File: src/rtl/audio_pkg.sv
// Shared audio-path definitions: sample width, sample type, serializer FSM states.
package audio_pkg;

  localparam int SAMPLE_W = 16;

  typedef logic signed [SAMPLE_W-1:0] sample_t;

  typedef enum logic [1:0] {
    SYNC  = 2'd0,
    LEFT  = 2'd1,
    RIGHT = 2'd2
  } ser_state_t;

endpackage

File: src/rtl/serializer_lrck_edge.sv
// LRCK edge detector: registers the previous level and flags frame-start and mid-frame edges.
module lrck_edge #(
  parameter bit LEFT_LEVEL = 1'b1
) (
  input  logic clk,
  input  logic rst,
  input  logic lrck,
  output logic start_edge,
  output logic mid_edge
);

  logic lr_prev;

  // Reset to the left level so a reset released mid-left cannot fake a frame start.
  always_ff @(posedge clk or posedge rst) begin
    if (rst) lr_prev <= LEFT_LEVEL;
    else     lr_prev <= lrck;
  end

  assign start_edge = (lrck == LEFT_LEVEL) && (lr_prev != LEFT_LEVEL);
  assign mid_edge   = (lrck != LEFT_LEVEL) && (lr_prev == LEFT_LEVEL);

endmodule

File: src/rtl/serializer.sv
// Stereo DAC serializer: one-entry holding buffer feeding an MSB-first shifter framed by DACLRCK.
// Build option SERIALIZER_UNDERRUN_ZERO_EN: underrun frames send silence instead of repeating.
module serializer
  import audio_pkg::*;
#(
  parameter int SAMPLE_W   = audio_pkg::SAMPLE_W,
  parameter bit LEFT_LEVEL = 1'b1
) (
  input  logic                       BCLK,
  input  logic                       RESET,
  input  logic                       DACLRCK,
  input  logic signed [SAMPLE_W-1:0] leftSample,
  input  logic signed [SAMPLE_W-1:0] rightSample,
  input  logic                       sampleValid,
  output logic                       sampleReady,
  output logic                       DACDAT,
  output logic                       underrun
);

  localparam int CW = $clog2(SAMPLE_W + 1);

  ser_state_t          state;
  logic [CW-1:0]       bit_cnt;
  logic [SAMPLE_W-1:0] buf_l, buf_r, sh_l, sh_r, last_l, last_r, load_l, load_r;
  logic                buf_full, accept, load_under;
  logic                start_edge, mid_edge;

  lrck_edge #(.LEFT_LEVEL(LEFT_LEVEL)) u_edge (
    .clk       (BCLK),
    .rst       (RESET),
    .lrck      (DACLRCK),
    .start_edge(start_edge),
    .mid_edge  (mid_edge)
  );

  assign sampleReady = !buf_full;
  assign accept      = sampleValid && !buf_full;

  // Pair chosen for a frame: buffered, else bypassed incoming, else underrun fill.
  always_comb begin
    load_under = 1'b0;
    load_l     = buf_l;
    load_r     = buf_r;
    if (!buf_full) begin
      if (accept) begin
        load_l = leftSample;
        load_r = rightSample;
      end else begin
        load_under = 1'b1;
`ifdef SERIALIZER_UNDERRUN_ZERO_EN
        load_l = '0;
        load_r = '0;
`else
        load_l = last_l;
        load_r = last_r;
`endif
      end
    end
  end

  always_ff @(posedge BCLK or posedge RESET) begin
    if (RESET) begin
      state    <= SYNC;
      bit_cnt  <= '0;
      buf_l    <= '0;
      buf_r    <= '0;
      buf_full <= 1'b0;
      sh_l     <= '0;
      sh_r     <= '0;
      last_l   <= '0;
      last_r   <= '0;
      DACDAT   <= 1'b0;
      underrun <= 1'b0;
    end else begin
      underrun <= 1'b0;
      if (start_edge) begin
        state    <= LEFT;
        sh_l     <= load_l << 1;
        sh_r     <= load_r;
        last_l   <= load_l;
        last_r   <= load_r;
        DACDAT   <= load_l[SAMPLE_W-1];
        bit_cnt  <= CW'(1);
        underrun <= load_under;
        buf_full <= 1'b0;
      end else begin
        if (accept) begin
          buf_l    <= leftSample;
          buf_r    <= rightSample;
          buf_full <= 1'b1;
        end
        case (state)
          SYNC: DACDAT <= 1'b0;
          LEFT: begin
            if (mid_edge) begin
              state   <= RIGHT;
              DACDAT  <= sh_r[SAMPLE_W-1];
              sh_r    <= sh_r << 1;
              bit_cnt <= CW'(1);
            end else if (bit_cnt < CW'(SAMPLE_W)) begin
              DACDAT  <= sh_l[SAMPLE_W-1];
              sh_l    <= sh_l << 1;
              bit_cnt <= bit_cnt + CW'(1);
            end else begin
              DACDAT <= 1'b0;
            end
          end
          RIGHT: begin
            if (bit_cnt < CW'(SAMPLE_W)) begin
              DACDAT  <= sh_r[SAMPLE_W-1];
              sh_r    <= sh_r << 1;
              bit_cnt <= bit_cnt + CW'(1);
            end else begin
              DACDAT <= 1'b0;
            end
          end
          default: begin
            state  <= SYNC;
            DACDAT <= 1'b0;
          end
        endcase
      end
    end
  end

endmodule

File: config.mk
export PLATFORM = sky130hd
export DESIGN_NAME = serializer
export DESIGN_NICKNAME = d
export VERILOG_FILES = /design/src/rtl/audio_pkg.sv /design/src/rtl/serializer_lrck_edge.sv /design/src/rtl/serializer.sv
export SDC_FILE = /design/constraint.sdc
export NUM_CORES = 1
export LEC_CHECK = 0
export ABC_AREA = 0
export BUFFER_PORTS_ARGS = -buffer_cell sky130_fd_sc_hd__buf_4
export CAP_MARGIN = 20
export CORE_MARGIN = 2
export CORE_UTILIZATION = 48
export CTS_BUF_LIST = sky130_fd_sc_hd__clkbuf_4 sky130_fd_sc_hd__clkbuf_8
export DETAILED_ROUTE_END_ITERATION = 6
export PLACE_DENSITY = 0.66
export SLEW_MARGIN = 20
export SYNTH_ARGS = -nofsm -noshare
export SYNTH_HDL_FRONTEND = slang
export SYNTH_SLANG_ARGS = --single-unit
File: constraint.sdc
create_clock -name BCLK -period 4.35 [get_ports BCLK]
set_input_delay 0.87 -clock BCLK [delete_from_list [all_inputs] [get_ports BCLK]]
set_output_delay 0.87 -clock BCLK [all_outputs]
set_load 0.01 [all_outputs]
==> out/qor.json <==
{
  "status": {
    "status": "finished, final reports clean"
  },
  "synth": {
    "seq_area_frac_synth_pct": 49.6,
    "synthesized_area_fraction_occupied_by_ao_oa_aoi_and_oai_cells_pct": 9.94,
    "synth_top_cell_area_share_pct": 49.1,
    "netlist_top_cells_count": "sky130_fd_sc_hd__dfrtp_1 (105), sky130_fd_sc_hd__mux2_2 (81), sky130_fd_sc_hd__o21ai_0 (35), sky130_fd_sc_hd__nand2_1 (34), sky130_fd_sc_hd__mux2i_1 (32)",
    "multiplexer_share_of_the_synthesized_area_pct": 26.2,
    "post_synth_instance_area_um2": 5350,
    "synth-seq-cells": 106,
    "yosys-top-cells-area": "sky130_fd_sc_hd__dfrtp_1 (49%), sky130_fd_sc_hd__mux2_2 (17%), sky130_fd_sc_hd__mux2i_1 (6.0%)",
    "yosysMostFrequentCell": "sky130_fd_sc_hd__dfrtp_1",
    "ys.warnings.count": 0,
    "dominant_combinational_cell_family_by_area_after_synthesis": "multiplexers",
    "synthAdderAreaFrac_pct": 1.40,
    "synthXorXnorAreaFrac_pct": 0,
    "syn_nets": 490,
    "synth-simple-area-share_pct": 8.49,
    "netlist.top_cell.by_area": "sky130_fd_sc_hd__dfrtp_1",
    "avgSynthCellArea_um2": 11.9,
    "postSynth.topFlopCell": "sky130_fd_sc_hd__dfrtp_1",
    "ys_types": 38,
    "asyncSetResetFlopFracSynth_pct": 100,
    "count_of_flip_flops_with_a_built_in_enable_after_synthesis": 0,
    "netlist_instances": 448
  },
  "detailed_routing": {
    "detailroute.via_count": 3442,
    "post_drt_via_cell_ratio": 5.58,
    "postRouteAntennaNets": 0,
    "route.final.wire_length_um": 9970,
    "drtIter0Drc": 166,
    "first_pass_iters": 4,
    "wl_per_cell_um": 16.2,
    "drc_errors": 0
  },
  "setup_path": {
    "timing.rr.end": "sh_r[10]$_DFFE_PP0P_",
    "crit_path_top_delay_cell": "sky130_fd_sc_hd__dfrtp_2",
    "cp-endpoint": "sampleReady",
    "path_max_fanout": 42,
    "regToRegStartpoint": "u_edge.lr_prev$_DFF_PP1_",
    "critical_path.most_common_cell": "sky130_fd_sc_hd__buf_4",
    "crit_start": "buf_full$_DFFE_PP0P_",
    "timing.critical_path.arrival_ns": 1.80,
    "critPathCaptureType": "primary output",
    "worst-endpoint-required_ns": 3.48,
    "startpoint_type": "flip-flop",
    "rr_worst_depth": 5,
    "cpPeakStageDelay_ns": 0.67,
    "timing_worst_setup_path_type": "flip-flop to primary output",
    "ff2ff_setup_slack_ns": 1.95,
    "crit_chain": "buf_4 -> inv_1 -> buf_4"
  },
  "timing": {
    "rsz0062_at_grt": "false",
    "fin_setup_tns_ns": 0,
    "final.min_clock_period_ns": 2.67,
    "finalSetupViolations": 0,
    "slew_headroom_pct": 35.3,
    "tightest_slew_ns": 0.970,
    "achievable-frequency_mhz": 375,
    "post-route-period-util_pct": 61.4,
    "timing.final.max_slew_violations": 0,
    "final_hold_violations": 0,
    "worst_slack_ns": 1.68,
    "timing.clock.skew_ns": 0.0134
  },
  "clock_tree": {
    "clock-sinks": 106,
    "worst_setup_hold_path_clk_slew_ns": 0.10,
    "clock-root-buffer": "sky130_fd_sc_hd__clkbuf_8",
    "clk_path_buf_depth": 2,
    "cts_made_buffers": 9,
    "worst_skew_pair.late_latency_ns": 0.37,
    "clock_tree_from_tritoncts": "yes",
    "cts_resized": 0,
    "cts.repair_timing.setup_buffer_count": 0,
    "cts_hold_fix_bufs": 0,
    "htreeDepth": 3
  },
  "place": {
    "dp_cells": 601,
    "dp_slack_ns": 1.38,
    "buffer_ports.inserted": 38,
    "gp_routability_congestion": 0.780,
    "hpwlAfterDp_um": 6360
  },
  "power_and_ir_drop": {
    "switching_power_as_a_share_of_total_power_pct": 28.9,
    "power.share.combinational_pct": 29.8,
    "power.switching_mw": 0.900,
    "clock_power_share_pct": 23.3,
    "cellInternalPower_mw": 2.22,
    "leakage_power_nw": 2.66,
    "power_per_cell_area_nw_per_um2": 525,
    "vdd_ir_drop_max_mv": 0.278,
    "seqPwrFrac_pct": 46.9
  },
  "floorplanning": {
    "core_area_um2": 10800,
    "initial_utilization_pct": 49.3,
    "die_footprint_um2": 12000,
    "ios": 39,
    "floorplan.rows": 38,
    "die_boundary_width_um": 110,
    "die_height_um": 110
  },
  "hold_path": {
    "hold_class": "flip-flop to flip-flop",
    "hold_path.startpoint": "buf_r[6]$_DFFE_PP0P_"
  },
  "layout": {
    "finalCoreUtilization_pct": 54.7,
    "drive_gt1_share_pct": 33.1,
    "area_delta_synth_final_pct": 10.9,
    "final_cells": 617,
    "num_antenna_cells": 0,
    "nNetsFinal": 514
  },
  "grt": {
    "grt_start_max_net_pins": 43,
    "overall_global_routing_resource_usage_pct": 18.5,
    "first_global_vias": 3593,
    "grt_antenna_before_repair": 0,
    "grt_pass1_wl_um": 17200,
    "globalRoute.totalOverflow": 0
  },
  "job": {
    "cap_violations": 0
  }
}
==> state kept, by name, summed over array words and instances (netlist names) <==
register	count
last_r	16
DACDAT	1
buf_full	1
buf_l	16
sh_r	16
last_l	16
u_edge.lr_prev	1
bit_cnt	5
underrun	1
buf_r	16
state	2
sh_l	15
==> critical path, delay by kind of cell, from the launching register on <==
| kind | cells | cell delay [ns] |
|---|---|---|
| buf+inv | 3 | 0.74 |
| flops | 1 | 0.67 |
==> area by class of cell <==
type | instances | area, um^2
clock buffers | 10 | 131
clock inverters | 6 | 115
fillers | 947 | 4910
inverters | 12 | 47.5
flip-flops and latches | 106 | 2660
well taps | 140 | 175
multi-input cells | 297 | 2460
repair buffers | 46 | 345
==> cell usage in the layout, fill, tap and decap left out, types with 2 or more instances in the layout <==
cell type	n
sky130_fd_sc_hd__bufinv_16	3
sky130_fd_sc_hd__o31ai_1	2
sky130_fd_sc_hd__o211ai_1	2
sky130_fd_sc_hd__buf_4	46
sky130_fd_sc_hd__inv_1	10
sky130_fd_sc_hd__nand2b_1	31
sky130_fd_sc_hd__mux2_2	81
sky130_fd_sc_hd__o21ai_0	35
sky130_fd_sc_hd__and3_1	2
sky130_fd_sc_hd__or4_1	2
sky130_fd_sc_hd__mux2i_1	32
sky130_fd_sc_hd__a21oi_1	3
sky130_fd_sc_hd__o221ai_1	29
sky130_fd_sc_hd__clkbuf_8	9
sky130_fd_sc_hd__or3_1	2
sky130_fd_sc_hd__dfrtp_1	104
sky130_fd_sc_hd__nor2b_1	3
sky130_fd_sc_hd__nand2_1	34
sky130_fd_sc_hd__nand3_1	3
sky130_fd_sc_hd__nand3b_1	2
sky130_fd_sc_hd__ha_1	5
sky130_fd_sc_hd__mux2_1	3
sky130_fd_sc_hd__nor2_1	6
sky130_fd_sc_hd__mux2_4	9
==> per-layer routing <==
| metal | track usage [%] | wire (um) | vias up |
|---|---|---|---|
| li1 | - | - | 1669 |
| met5 | 0 | 0 | - |
| met1 | 23.0 | 4410 | 1724 |
| met4 | 5.61 | 170 | 0 |
| met3 | 4.03 | 249 | 13 |
| met2 | 32.4 | 5140 | 36 |
==> worst min-delay path by stage <==
stage	to	slack, ns	cells after the start
5_1_grt	buf_l[3]$_DFFE_PP0P_	0.51	1
4_1_cts	buf_r[6]$_DFFE_PP0P_	0.50	1
3_3_place_gp	buf_r[6]$_DFFE_PP0P_	0.47	1
2_1_floorplan	buf_l[10]$_DFFE_PP0P_	0.46	1
3_5_place_dp	buf_r[6]$_DFFE_PP0P_	0.48	1
6_report	buf_r[6]$_DFFE_PP0P_	0.49	1
==> kinds of logic after synthesis <==
kind of cell	after synthesis
compound gates	78
fa+ha+maj	6
buf+inv	45
flops	106
mux	125
simple gates	88
==> stage by stage <==
stage	power [mW]	hold slack [ns]	instance area, um^2
global placement	2.38	0.470	5690
global route	3.34	0.510	5930
CTS	3.16	0.500	5930
detailed placement	2.42	0.477	5690
floorplan	2.25	0.458	5350
finish	3.12	0.494	5930
==> power groups by stage <==
stage / Combinational (mW) / Clock (mW) / Sequential [mW]
6_report: 0.930 / 0.726 / 1.46
5_1_grt: 1.04 / 0.793 / 1.51
4_1_cts: 0.945 / 0.751 / 1.46
3_5_place_dp: 0.942 / 0 / 1.48
3_3_place_gp: 0.908 / 0 / 1.47
2_1_floorplan: 0.821 / 0 / 1.43
Note: power is estimated with default switching activity, not from simulation.
